## src/rtl/seg7_pkg.sv

```systemverilog
// Shared glyph codes and the active-low segment table (bit order gfedcba, bit 0 = segment a).
package seg7_pkg;

    localparam logic [4:0] CODE_OFF  = 5'h10;
    localparam logic [4:0] CODE_DASH = 5'h19;
    localparam logic [6:0] SEG_OFF   = 7'h7F;

    // 0x00-0x0F hex digits, 0x10 blank, then H h o L P t u y - a deg c n e r
    localparam logic [6:0] SEG_TABLE [0:31] = '{
        7'h40, 7'h79, 7'h24, 7'h30, 7'h19, 7'h12, 7'h02, 7'h78,
        7'h00, 7'h10, 7'h08, 7'h03, 7'h46, 7'h21, 7'h06, 7'h0E,
        7'h7F, 7'h09, 7'h0B, 7'h23, 7'h47, 7'h0C, 7'h07, 7'h63,
        7'h11, 7'h3F, 7'h20, 7'h1C, 7'h27, 7'h2B, 7'h04, 7'h2F
    };

endpackage

```

## src/rtl/seg7_decode.sv

```systemverilog
// Combinational glyph-code to active-low segment pattern lookup.
module seg7_decode
    import seg7_pkg::*;
(
    input  logic [4:0] iCode,
    output logic [6:0] oSeg
);

    assign oSeg = SEG_TABLE[iCode];

endmodule

```

## src/rtl/seg7_scan_driver.sv

```systemverilog
// Multiplexed 7-segment driver: digit register file, prescaled scan with an
// anti-ghost gap, leading-zero suppression, blink, and a registered static bus.
module seg7_scan_driver
    import seg7_pkg::*;
#(
    parameter int NUM_DIGITS = 8,
    parameter int PRESCALE   = 50000,
    parameter int BLINK_DIV  = 64,
    localparam int AW = (NUM_DIGITS > 1) ? $clog2(NUM_DIGITS) : 1
) (
    input  logic                      iCLK,
    input  logic                      iRST,
    input  logic                      iWR,
    input  logic [AW-1:0]             iADDR,
    input  logic [4:0]                iWDATA,
    input  logic                      iLZS,
    input  logic [NUM_DIGITS-1:0]     iBLINK,
    output logic [6:0]                oSEG,
    output logic [NUM_DIGITS-1:0]     oDIG_SEL,
    output logic [7*NUM_DIGITS-1:0]   oSEG_ALL
);

    localparam int PW = $clog2(PRESCALE);
    localparam int BW = (BLINK_DIV > 1) ? $clog2(BLINK_DIV) : 1;

    logic [4:0]              digitReg [NUM_DIGITS];
    logic [PW-1:0]           prescaleCnt;
    logic [AW-1:0]           scanIdx;
    logic [AW-1:0]           nextIdx;
    logic [BW-1:0]           wrapCnt;
    logic                    blinkPhase;
    logic                    scanActive;
    logic [4:0]              scanCode;
    logic [4:0]              nextCode;
    logic                    tick;
    logic                    wrap;
    logic                    zeroRun;
    logic [NUM_DIGITS-1:0]   blankMask;
    logic                    scanBlank;
    logic [6:0]              scanSeg;
    logic [NUM_DIGITS-1:0]   digSel;
    logic [7*NUM_DIGITS-1:0] segAllNext;
    logic [7*NUM_DIGITS-1:0] segAllReg;

    assign tick    = (prescaleCnt == PW'(PRESCALE - 1));
    assign wrap    = tick && (scanIdx == AW'(NUM_DIGITS - 1));
    assign nextIdx = wrap ? '0 : scanIdx + AW'(1);

    // Out-of-range addresses match no digit, so they are dropped here.
    always_ff @(posedge iCLK) begin
        for (int i = 0; i < NUM_DIGITS; i++) begin
            if (iRST) begin
                digitReg[i] <= CODE_OFF;
            end else if (iWR && (iADDR == AW'(i))) begin
                digitReg[i] <= iWDATA;
            end
        end
    end

    always_comb begin
        nextCode = CODE_OFF;
        for (int i = 0; i < NUM_DIGITS; i++) begin
            if (nextIdx == AW'(i)) begin
                nextCode = digitReg[i];
            end
        end
    end

    // The scanned code is captured on the tick, before any same-cycle write lands.
    always_ff @(posedge iCLK) begin
        if (iRST) begin
            prescaleCnt <= '0;
            scanIdx     <= '0;
            wrapCnt     <= '0;
            blinkPhase  <= 1'b0;
            scanActive  <= 1'b0;
            scanCode    <= CODE_OFF;
        end else begin
            prescaleCnt <= tick ? '0 : prescaleCnt + PW'(1);
            if (tick) begin
                scanIdx    <= nextIdx;
                scanCode   <= nextCode;
                scanActive <= 1'b1;
                if (wrap) begin
                    if (wrapCnt == BW'(BLINK_DIV - 1)) begin
                        wrapCnt    <= '0;
                        blinkPhase <= ~blinkPhase;
                    end else begin
                        wrapCnt <= wrapCnt + BW'(1);
                    end
                end
            end
        end
    end

    // Zero run is tracked from the most significant digit down; digit 0 always shows.
    always_comb begin
        blankMask = '0;
        zeroRun   = iLZS;
        for (int i = NUM_DIGITS - 1; i >= 0; i--) begin
            zeroRun      = zeroRun && (digitReg[i] == 5'h00);
            blankMask[i] = ((i != 0) && zeroRun) || (blinkPhase && iBLINK[i]);
        end
    end

    for (genvar g = 0; g < NUM_DIGITS; g++) begin : gDigit
        logic [6:0] pat;
        seg7_decode uDecode (
            .iCode (blankMask[g] ? CODE_OFF : digitReg[g]),
            .oSeg  (pat)
        );
        assign segAllNext[7*g +: 7] = pat;
    end

    always_comb begin
        scanBlank = 1'b0;
        for (int i = 0; i < NUM_DIGITS; i++) begin
            if (scanIdx == AW'(i)) begin
                scanBlank = blankMask[i];
            end
        end
    end

    seg7_decode uScanDecode (
        .iCode (scanBlank ? CODE_OFF : scanCode),
        .oSeg  (scanSeg)
    );

    always_ff @(posedge iCLK) begin
        if (iRST) begin
            segAllReg <= '1;
        end else begin
            segAllReg <= segAllNext;
        end
    end

    // Selects stay dark until the first tick, and for the whole tick cycle.
    always_comb begin
        digSel = '1;
        if (!iRST && scanActive && !tick) begin
            for (int i = 0; i < NUM_DIGITS; i++) begin
                if (scanIdx == AW'(i)) begin
                    digSel[i] = 1'b0;
                end
            end
        end
    end

    assign oDIG_SEL = digSel;
    assign oSEG     = (iRST || !scanActive) ? SEG_OFF : scanSeg;
    assign oSEG_ALL = iRST ? '1 : segAllReg;

endmodule

```

## config.mk

```make
export PLATFORM = sky130hd
export DESIGN_NAME = seg7_scan_driver
export DESIGN_NICKNAME = d
export VERILOG_FILES = /design/src/rtl/seg7_pkg.sv /design/src/rtl/seg7_decode.sv /design/src/rtl/seg7_scan_driver.sv
export SDC_FILE = /design/constraint.sdc
export NUM_CORES = 1
export LEC_CHECK = 0
export ABC_AREA = 0
export BUFFER_PORTS_ARGS = -buffer_cell sky130_fd_sc_hd__buf_4
export CORE_UTILIZATION = 45
export CTS_CLUSTER_SIZE = 40
export DETAILED_ROUTE_END_ITERATION = 8
export MAX_ROUTING_LAYER = met4
export PLACE_DENSITY = 0.76
export SLEW_MARGIN = 20
export SYNTH_ARGS = -nofsm -noshare
export SYNTH_HDL_FRONTEND = slang
export SYNTH_SLANG_ARGS = --single-unit
export TNS_END_PERCENT = 100
```

## constraint.sdc

```tcl
create_clock -name iCLK -period 4.57 [get_ports iCLK]
set_clock_uncertainty 0.1 [all_clocks]
set_input_delay 0.6855 -clock iCLK [delete_from_list [all_inputs] [get_ports iCLK]]
set_output_delay 0.6855 -clock iCLK [all_outputs]
set_load 0.02 [all_outputs]
```

Yosys cells after proc, flatten, opt, wreduce, memory -nomap -nowiden
Memory sizes are Yosys's and may differ from the RTL's. A register that Yosys moved wholly into a read port is not among the register bits.
Cells that the tools add are included.

word-level totals
  register bits = 32
  bits in latches = 0
  memory bits (writable) = 40
  bits in read-only memories = 2016
  output and inout port bits = 71
  memories = 10

memories
  memory           words  bits a word  read ports  clocked after Yosys merged registers in  write ports  RTL line          text
  (no name shown)  32     7            1           1                                        0            seg7_decode.sv:9  assign oSeg = SEG_TABLE[iCode];
  (no name shown)  32     7            1           1                                        0            seg7_decode.sv:9
  (no name shown)  32     7            1           1                                        0            seg7_decode.sv:9
  (no name shown)  32     7            1           1                                        0            seg7_decode.sv:9
  (no name shown)  32     7            1           0                                        0            seg7_decode.sv:9
  (no name shown)  32     7            1           1                                        0            seg7_decode.sv:9
  4 more memories  n/a    n/a          n/a         n/a                                      n/a          n/a

operators by class
  add/sub/neg operators = 3
  multipliers = 0
  div/mod/pow operators = 0
  magnitude comparators = 1
  equality and inequality tests = 23
  shift operators = 0
  muxes and demuxes = 74
  bitwise logic cells = 18
  reduce and logical (&&, ||, !) cells = 50

operators with widths
  kind                   number
  $mux 5                 25
  $mux 56                1
  $not 5->6              9
  $mux 1                 42
  $eq 3x3->1 const B     12
  $logic_not 5->1        7
  $logic_and 1x1->1      26
  $mux 7                 3
  $eq 3x2->1 const B     6
  $add 16x1->16 const B  1
  $eq 16x16->1 const B   1
  $eq 3x1->1 const B     3
  $logic_not 3->1        3
  $logic_or 1x1->1       8
  $mux 8                 1
  $or 1x1->1             8
  $add 6x1->6 const B    1
  $eq 6x6->1 const B     1
  $ge 6x6->1 const B     1
  $mux 6                 1
  $add 3x1->3 const B    1
  $logic_not 1->1        3
  $mux 3                 1
  $reduce_and 3->1       1
  other kinds (3)        3

Longest topological paths before layout
Gate-level depths: netlist (run 1).

  depth in word-level cells = 22
  mapped depth = 18

Hierarchy
A second synthesis (run 1) with hierarchy kept.

second synthesis, totals
  cells, all modules = 1209
  area, all modules = 10447.5 um^2

by module, submodules not included
  module                               instances  cells each  area an instance (um^2)  sequential area each (um^2)
  seg7_scan_driver                     1          625         5990.7                   2962.8
  seg7_decode (gDigit[1].uDecode ...)  8          65          494.2                    0.0
  seg7_decode (gDigit[0].uDecode)      1          64          503.0                    0.0

Worst setup path before layout (run 1)
OpenSTA, ideal clock, no wires.

  path type = in2out
  start = input port iLZS
  end = output port oSEG[5]
  arrival time = 3.957 ns
  slack = -0.173 ns
  stages on the path = 13
  path buffers = 1
  cells stage by stage = or3b_1 > or4_4 > or3_1 > a221oi_2 > o31ai_2 > buf_6 > and2_4 > ha_1 > nor2b_1 > nor2_1 > mux4_2 > mux2i_1 > nand2_1

between the ends
  longest elaborated chain between the ends = 21
  elaborated cells between the ends (all ways) = 27
  classes of those cells = mux: 11; bitwise: 1; reduce/logical: 14; memory: 1

RTL lines
  what                                          RTL line                 text
  start: declaration                            seg7_scan_driver.sv:16   input logic iLZS,
  $logic_and 1x1->1 *                           seg7_scan_driver.sv:101  zeroRun = zeroRun && (digitReg[i] == 5'h00);
  $logic_and 1x1->1 (6 in series)               seg7_scan_driver.sv:101
  $logic_or 1x1->1                              seg7_scan_driver.sv:102  blankMask[i] = ((i != 0) && zeroRun) || (blinkPhase && iBLINK[i]);
  $mux 1 (6 in series)                          seg7_scan_driver.sv:118  if (scanIdx == AW'(i)) begin
  $mux 1 *                                      seg7_scan_driver.sv:118
  $mux 5 *                                      seg7_scan_driver.sv:125  .iCode (scanBlank ? CODE_OFF : scanCode),
  $not 5->6 (implied by the code) *             seg7_decode.sv:9
  $mem_v2 32x7 *                                n/a
  $mux 7 (implied by the code) * (2 in series)  seg7_decode.sv:9
  $mux 7 *                                      seg7_scan_driver.sv:150  assign oSEG = (iRST || !scanActive) ? SEG_OFF : scanSeg;
  end: declaration                              seg7_scan_driver.sv:18   output logic [6:0] oSEG,

Every way passes the cells marked *; elsewhere a longest branch is shown, timed or not. The select of a mux whose other input is x is not followed.

==> results of run 1 <==
cells by family (layout without fill, tap and decap cells):
kind of cell,after synthesis,after routing
muxes,48,48
buffers and inverters,139,240
DFF,128,128
xor gates and xnor gates,19,19
and+or+nand+nor,554,554
adders and majority gates,80,80
AOI/OAI and AO/OA,369,369
registers in the layout, indices dropped and copies added (netlist names):
name and count:
digitReg 40, blinkPhase 1, scanActive 1, wrapCnt 6, scanCode 5, prescaleCnt 16, scanIdx 3, segAllReg 56
worst register-to-register path, stage by stage, from the launching register on:
cell and delay [ns]:
edfxtp_1 0.38, or3b_4 0.41, or4_4 0.55, buf_6 0.15, buf_4 0.13, o21ai_0 0.56
nor2_1 0.28, a2111o_1 0.43
layer usage:
metal / up-vias / GRT usage / part of all wire
li1: 4928 / - / -
met1: 4730 / 0.332 / 0.44
met2: 521 / 0.394 / 0.46
met3: 50 / 0.0366 / 0.082
met4: 0 / 0.0823 / 0.019
met5: - / - / 0
synthesized netlist by cell type (8+ instances only):
cell	n	area, µm²
inv_1	45	169
a21oi_1	99	495
o22ai_1	15	93.8
o21ai_0	110	551
or3_1	20	125
clkbuf_1	84	315
and2_1	38	238
o21a_1	10	75.1
o211ai_1	29	218
nor2b_1	15	93.8
nand3_1	32	160
xor2_1	13	114
mux2_2	8	90.1
and3_1	12	75.1
dfxtp_1	88	1760
a31oi_1	16	100
a211oi_1	15	113
nand4_1	10	62.6
nand2b_1	17	106
nor2_1	118	443
ha_1	80	1000
edfxtp_1	40	1200
nand2_1	172	646
nor3_1	28	140
or2_2	62	388
mux2i_1	35	350
power groups by stage:
stage	logic [W]	clock network [W]	registers [W]
detailed placement	0.000698	0	0.00131
floorplan	0.000497	0	0.00130
finish	0.000713	0.00139	0.00129
global route	0.000783	0.00146	0.00130
global placement	0.000687	0	0.00131
CTS	0.000703	0.00141	0.00129
repair_timing:
item	CTS	global route
setup endpoints to repair	7	7
pin swaps	15	7
cloned	0	0
resized for setup	30	8
setup buffers	4	0
stage by stage:
| step | total power (W) | std cells | cell area (µm²) |
|---|---|---|---|
| final | 0.00339 | 1718 | 12200 |
| after global routing | 0.00354 | 1718 | 12200 |
| after CTS | 0.00340 | 1718 | 12200 |
| after detailed placement | 0.00201 | 1682 | 11400 |
| after global placement | 0.00200 | 1682 | 11400 |
| after floorplan | 0.00179 | 1337 | 10300 |
area by class of cell:
class,instances,area [µm²]
inverter,46,180
multi-input combinational,1070,6900
clock inverter,14,140
clock buffer,18,450
sequential,128,2960
tap,280,350
fill,1984,9860
timing repair buffer,162,1250
worst max path at each step:
stage / endpoint / slack, ns / start
finish: oSEG[5] / -0.23 / digitReg[1][19]$_SDFFCE_PN1P_
global route: oSEG[5] / -0.38 / digitReg[1][19]$_SDFFCE_PN1P_
CTS: oSEG[5] / -0.22 / digitReg[1][19]$_SDFFCE_PN1P_
detailed placement: oSEG[5] / -0.26 / iLZS
global placement: oSEG[5] / -0.13 / iLZS
floorplan: oSEG[5] / 0.04 / iLZS
==> flow_summary_export.csv, run 1 <==
group,metric,value,unit
status,status,"finished with violations",
status,violations,"setup timing",
sta,post-route-period-util,1.05,
synthesis,mappedNetlistArea,10200,µm²
pwr,ir_worst_vdd,247,µV
worst_setup_path,cp_cell_sequence,"or3b_4 > or4_4 > or3_4 > a221oi_4 > o31ai_4 > and2_4 > ha_4 > nor2b_2 > nor2_1 > mux4_2 > mux2i_1 > nand2_2 > buf_6",
place,portBuffers,90,
clocking,clk_latency,0.43,ns
routing,vias,10200,
worst_setup_path,reg2reg_depth,7,
synthesis,syn-num-nets,1437,
synthesis,async_flop_share,0,
synthesis,yosysWarnings,0,
routing,ant_nets,0,
routing,drt_pre_antenna_iters,8,
worst_setup_path,path_max_fanout,3,
place,dp_hpwl,20600,µm
synthesis,synthCells,1337,
global_routing,antenna_found_initial,0,
worst_setup_path,cp-end-kind,"output port",
cells_and_area,syn_to_final_growth,19.4,%
worst_setup_path,crit_buf_inv,1,
worst_setup_path,path_delay_family,"simple AND/OR/NAND/NOR gates",
cells_and_area,final_cell_mix,"nand2_1, buf_4, nor2_1",
sta,finalHoldViolCount,0,
sta,tightest_slew,0.817,ns
global_routing,track_usage,0.251,
clocking,cts_root_buf,"clkbuf_16",
worst_setup_path,rrSetupSlack,1.45,ns
clocking,clock-sinks,128,
worst_hold_path,hold_path_depth,1,
synthesis,ys_seq_elements,128,
pwr,internal-power,0.00234,W
global_routing,overflow,0,
pwr,p_sw_frac,0.311,
routing,wl,28800,µm
sta,finalMaxSlewViolations,0,
sta,rsz0062_at_grt,"true",
floorplan,die_h,153,µm
worst_setup_path,crit_arrival,4.02,ns
routing,via_per_inst,5.95,
synthesis,synthFlopType,"dfxtp_1",
pwr,power.density,277,nW/µm²
cells_and_area,final_common_cell,"nand2_1",
floorplan,row_count,54,
cells_and_area,final_core_util,0.554,
synthesis,synth_edf_count,40,
routing,drc,0,
synthesis,syn_avg_cell_area,7.67,µm²
routing,drt-initial-drc-count,1099,
pwr,switchingPower,0.00105,W
cells_and_area,drive_above_1_share,0.209,
sta,setup_viol,7,
place,place_congestion,0.952,
floorplan,start_util,0.464,
global_routing,grt_pass1_vias,9135,
worst_hold_path,min_from,"prescaleCnt[0]$_SDFF_PP0_",
worst_setup_path,reg2reg_from,"digitReg[1][19]$_SDFFCE_PN1P_",
synthesis,synth-simple-area-share,0.265,
synthesis,synthMuxAreaShare,0.0540,
sta,setup_tns,-1.10,ns
pwr,clkPwrFrac,0.410,
synthesis,synth_compound_area_frac,0.225,
worst_setup_path,cp.depth,13,
sta,fin_ws,-0.234,ns
clocking,cts_made_buffers,17,
worst_hold_path,min-delay-path-class,"reg2reg",
cells_and_area,nNetsFinal,1525,
worst_setup_path,max_stage_delay,0.55,ns
job,cap_violations,0,
clocking,clk_pin_slew_worst_paths,0.06,ns
synthesis,ys_seq_area_frac,0.289,
sta,max_slew_margin,0.451,
sta,fmax,0.208,GHz
floorplan,fp.dieW,153,µm
clocking,htree_levels,4,
clocking,holdBufCountCts,0,
worst_setup_path,r2r_end,"segAllReg[41]$_SDFF_PP1_",
sta,whs,0.344,ns
floorplan,die-area,23400,µm²
synthesis,synth_fa_ha_area_frac,0.0977,
synthesis,ys_types,78,
pwr,p_comb_frac,0.210,
worst_setup_path,crit_required,3.78,ns
routing,wl_per_cell,16.8,µm
worst_hold_path,min_to,"prescaleCnt[0]$_SDFF_PP0_",
worst_setup_path,critPathKind,"reg2out",
worst_setup_path,start_kind,"flip-flop",
synthesis,synth_top_family_by_area,"simple AND/OR/NAND/NOR gates",
synthesis,synth-xor-area-share,0.0162,
floorplan,pin_count,91,
place,pre_cts_slack,-0.264,ns
worst_setup_path,slowest_stage,"or4_4",
floorplan,coreArea,22100,µm²
pwr,p_seq_frac,0.380,
cells_and_area,n_antenna_cell,0,
global_routing,grt_max_degree,48,
clocking,clockBufferDepth,2,
pwr,p_leak,4.94,nW
clocking,cts_tree,"built",
global_routing,grt_first_pass_wirelength,46500,µm
sta,period_needed,4.80,ns
(Power assumes the default switching activity.)
==> run 2: changes to the inputs <==
==> constraint.sdc (replaced) <==
create_clock -name iCLK -period 4 [get_ports iCLK]
set_clock_uncertainty 0.1 [all_clocks]
set_input_delay 0.2 -clock iCLK [delete_from_list [all_inputs] [get_ports iCLK]]
set_output_delay 0.2 -clock iCLK [all_outputs]
set_load 0.02 [all_outputs]
==> flow_summary_export.csv, run 2 (synthesis results as in run 1) <==
group,metric,value,unit
sta,finalHoldViolCount,0,
worst_setup_path,cp-end-kind,"output port",
sta,tightest_slew,0.876,ns
worst_setup_path,slowest_stage,"or4_4",
routing,drc,0,
place,portBuffers,90,
worst_setup_path,max_stage_delay,0.54,ns
pwr,power.density,318,nW/µm²
status,violations,"setup timing",
job,cap_violations,0,
clocking,cts_tree,"built",
floorplan,fp.dieW,153,µm
place,pre_cts_slack,-0.00454,ns
sta,whs,0.0656,ns
cells_and_area,regMostFlops,"segAllReg",
place,dp_hpwl,20400,µm
worst_setup_path,cp_cell_sequence,"or3_4 > or4_4 > buf_4 > or2_1 > o211ai_1 > o31ai_4 > and2_4 > inv_4 > ha_4 > nor2b_4 > nor2_1 > mux4_2 > mux2i_1 > nand2_2 > buf_6",
pwr,ir_worst_vdd,237,µV
floorplan,pin_count,91,
routing,via_per_inst,5.92,
global_routing,grt_first_pass_wirelength,46700,µm
cells_and_area,nNetsFinal,1523,
clocking,htree_levels,4,
worst_setup_path,crit_required,3.70,ns
cells_and_area,n_antenna_cell,0,
clocking,cts_made_buffers,17,
cells_and_area,largest_reg_flops,56,
cells_and_area,reg_top3,"segAllReg x56, digitReg x40, prescaleCnt x16",
floorplan,die_h,153,µm
sta,setup_tns,-1.66,ns
sta,max_slew_margin,0.411,
worst_setup_path,start_kind,"flip-flop",
cells_and_area,final_common_cell,"nand2_1",
routing,ant_nets,0,
clocking,clockBufferDepth,2,
sta,fmax,0.231,GHz
worst_setup_path,critPathKind,"reg2out",
floorplan,row_count,54,
global_routing,track_usage,0.252,
routing,wl_per_cell,16.8,µm
floorplan,die-area,23400,µm²
routing,vias,10200,
global_routing,grt_pass1_vias,9275,
sta,fin_ws,-0.324,ns
worst_setup_path,path_max_fanout,4,
global_routing,antenna_found_initial,0,
cells_and_area,final_cell_mix,"nand2_1, buf_4, nor2_1",
routing,wl,28800,µm
status,status,"finished with violations",
sta,period_needed,4.32,ns
sta,finalMaxSlewViolations,0,
global_routing,grt_max_degree,79,
clocking,cts_root_buf,"clkbuf_16",
cells_and_area,drive_above_1_share,0.205,
clocking,clk_pin_slew_worst_paths,0.06,ns
sta,setup_viol,7,
routing,drt_pre_antenna_iters,7,
floorplan,coreArea,22100,µm²
routing,drt-initial-drc-count,1013,
floorplan,start_util,0.464,
worst_setup_path,path_delay_family,"simple AND/OR/NAND/NOR gates",
clocking,clk_latency,0.44,ns
cells_and_area,syn_to_final_growth,18.9,%
sta,post-route-period-util,1.08,
sta,rsz0062_at_grt,"true",
clocking,clock-sinks,128,
worst_hold_path,min-delay-path-class,"in2reg",
place,place_congestion,0.975,
worst_setup_path,crit_arrival,4.02,ns
worst_setup_path,crit_buf_inv,3,
pwr,p_leak,4.91,nW
global_routing,overflow,0,
[run 2: final timing paths]
| kind | start | to | slack (ns) | cells after the start |
|---|---|---|---|---|
| setup / recovery | digitReg[1][16]$_SDFFCE_PN0P_ | oSEG[5] | -0.32 | 15 |
| hold reg to reg | prescaleCnt[0]$_SDFF_PP0_ | prescaleCnt[0]$_SDFF_PP0_ | 0.35 | 1 |
| setup reg to reg | scanIdx[2]$_SDFFE_PP0P_ | scanCode[2]$_SDFFE_PP0P_ | 0.99 | 9 |
| hold / removal | iADDR[0] | digitReg[1][4]$_SDFFCE_PN1P_ | 0.07 | 3 |
[run 2: area by class of cell]
cell class	count	area (µm²)
fill	1990	9910
inverter	46	175
timing repair buffer	160	1230
tap	280	350
sequential	128	2960
multi-input combinational	1070	6870
clock inverter	13	123
clock buffer	19	475
[run 2: what timing repair did]
item / in CTS / in global routing
resized for setup: 21 / 8
hold buffers: 2 / 0
pin swaps: 12 / 6
endpoints found under the hold margin: 5 / 0
endpoints found under the setup margin: 7 / 7
setup buffers: 5 / 4
[run 2: per-layer routing]
layer  GRT usage  vias up  wire, µm
met4      0.0813        0       561
met1       0.332     4689     12500
met2       0.391      506     13200
li1            -     4919         -
met5           -        -         0
met3      0.0462       48      2540
[run 2: worst register-to-register path, cell delays in order, from the launching register on]
cell and delay [ns]:
dfxtp_1 0.55, inv_1 0.10, ha_1 0.60, or2_2 0.46
a21oi_1 0.14, a21oi_1 0.10, and3_1 0.22, o21ai_0 0.30
o211ai_1 0.19, o21ai_0 0.19
[run 2: power breakdown]
group	total, W	internal (W)	switching [W]
registers	0.00147	0.00143	0.0000439
clock network	0.00159	0.000937	0.000650
logic	0.000812	0.000328	0.000484
total	0.00387	0.00269	0.00118
[run 2: stage by stage]
step | power, W | cells | util | instance area (µm²)
after CTS | 0.00388 | 1712 | 0.549 | 12100
after detailed placement | 0.00229 | 1673 | 0.515 | 11400
after floorplan | 0.00205 | 1337 | - | 10300
final | 0.00387 | 1716 | 0.552 | 12200
after global placement | 0.00228 | 1673 | 0.515 | 11400
after global routing | 0.00403 | 1716 | 0.552 | 12200
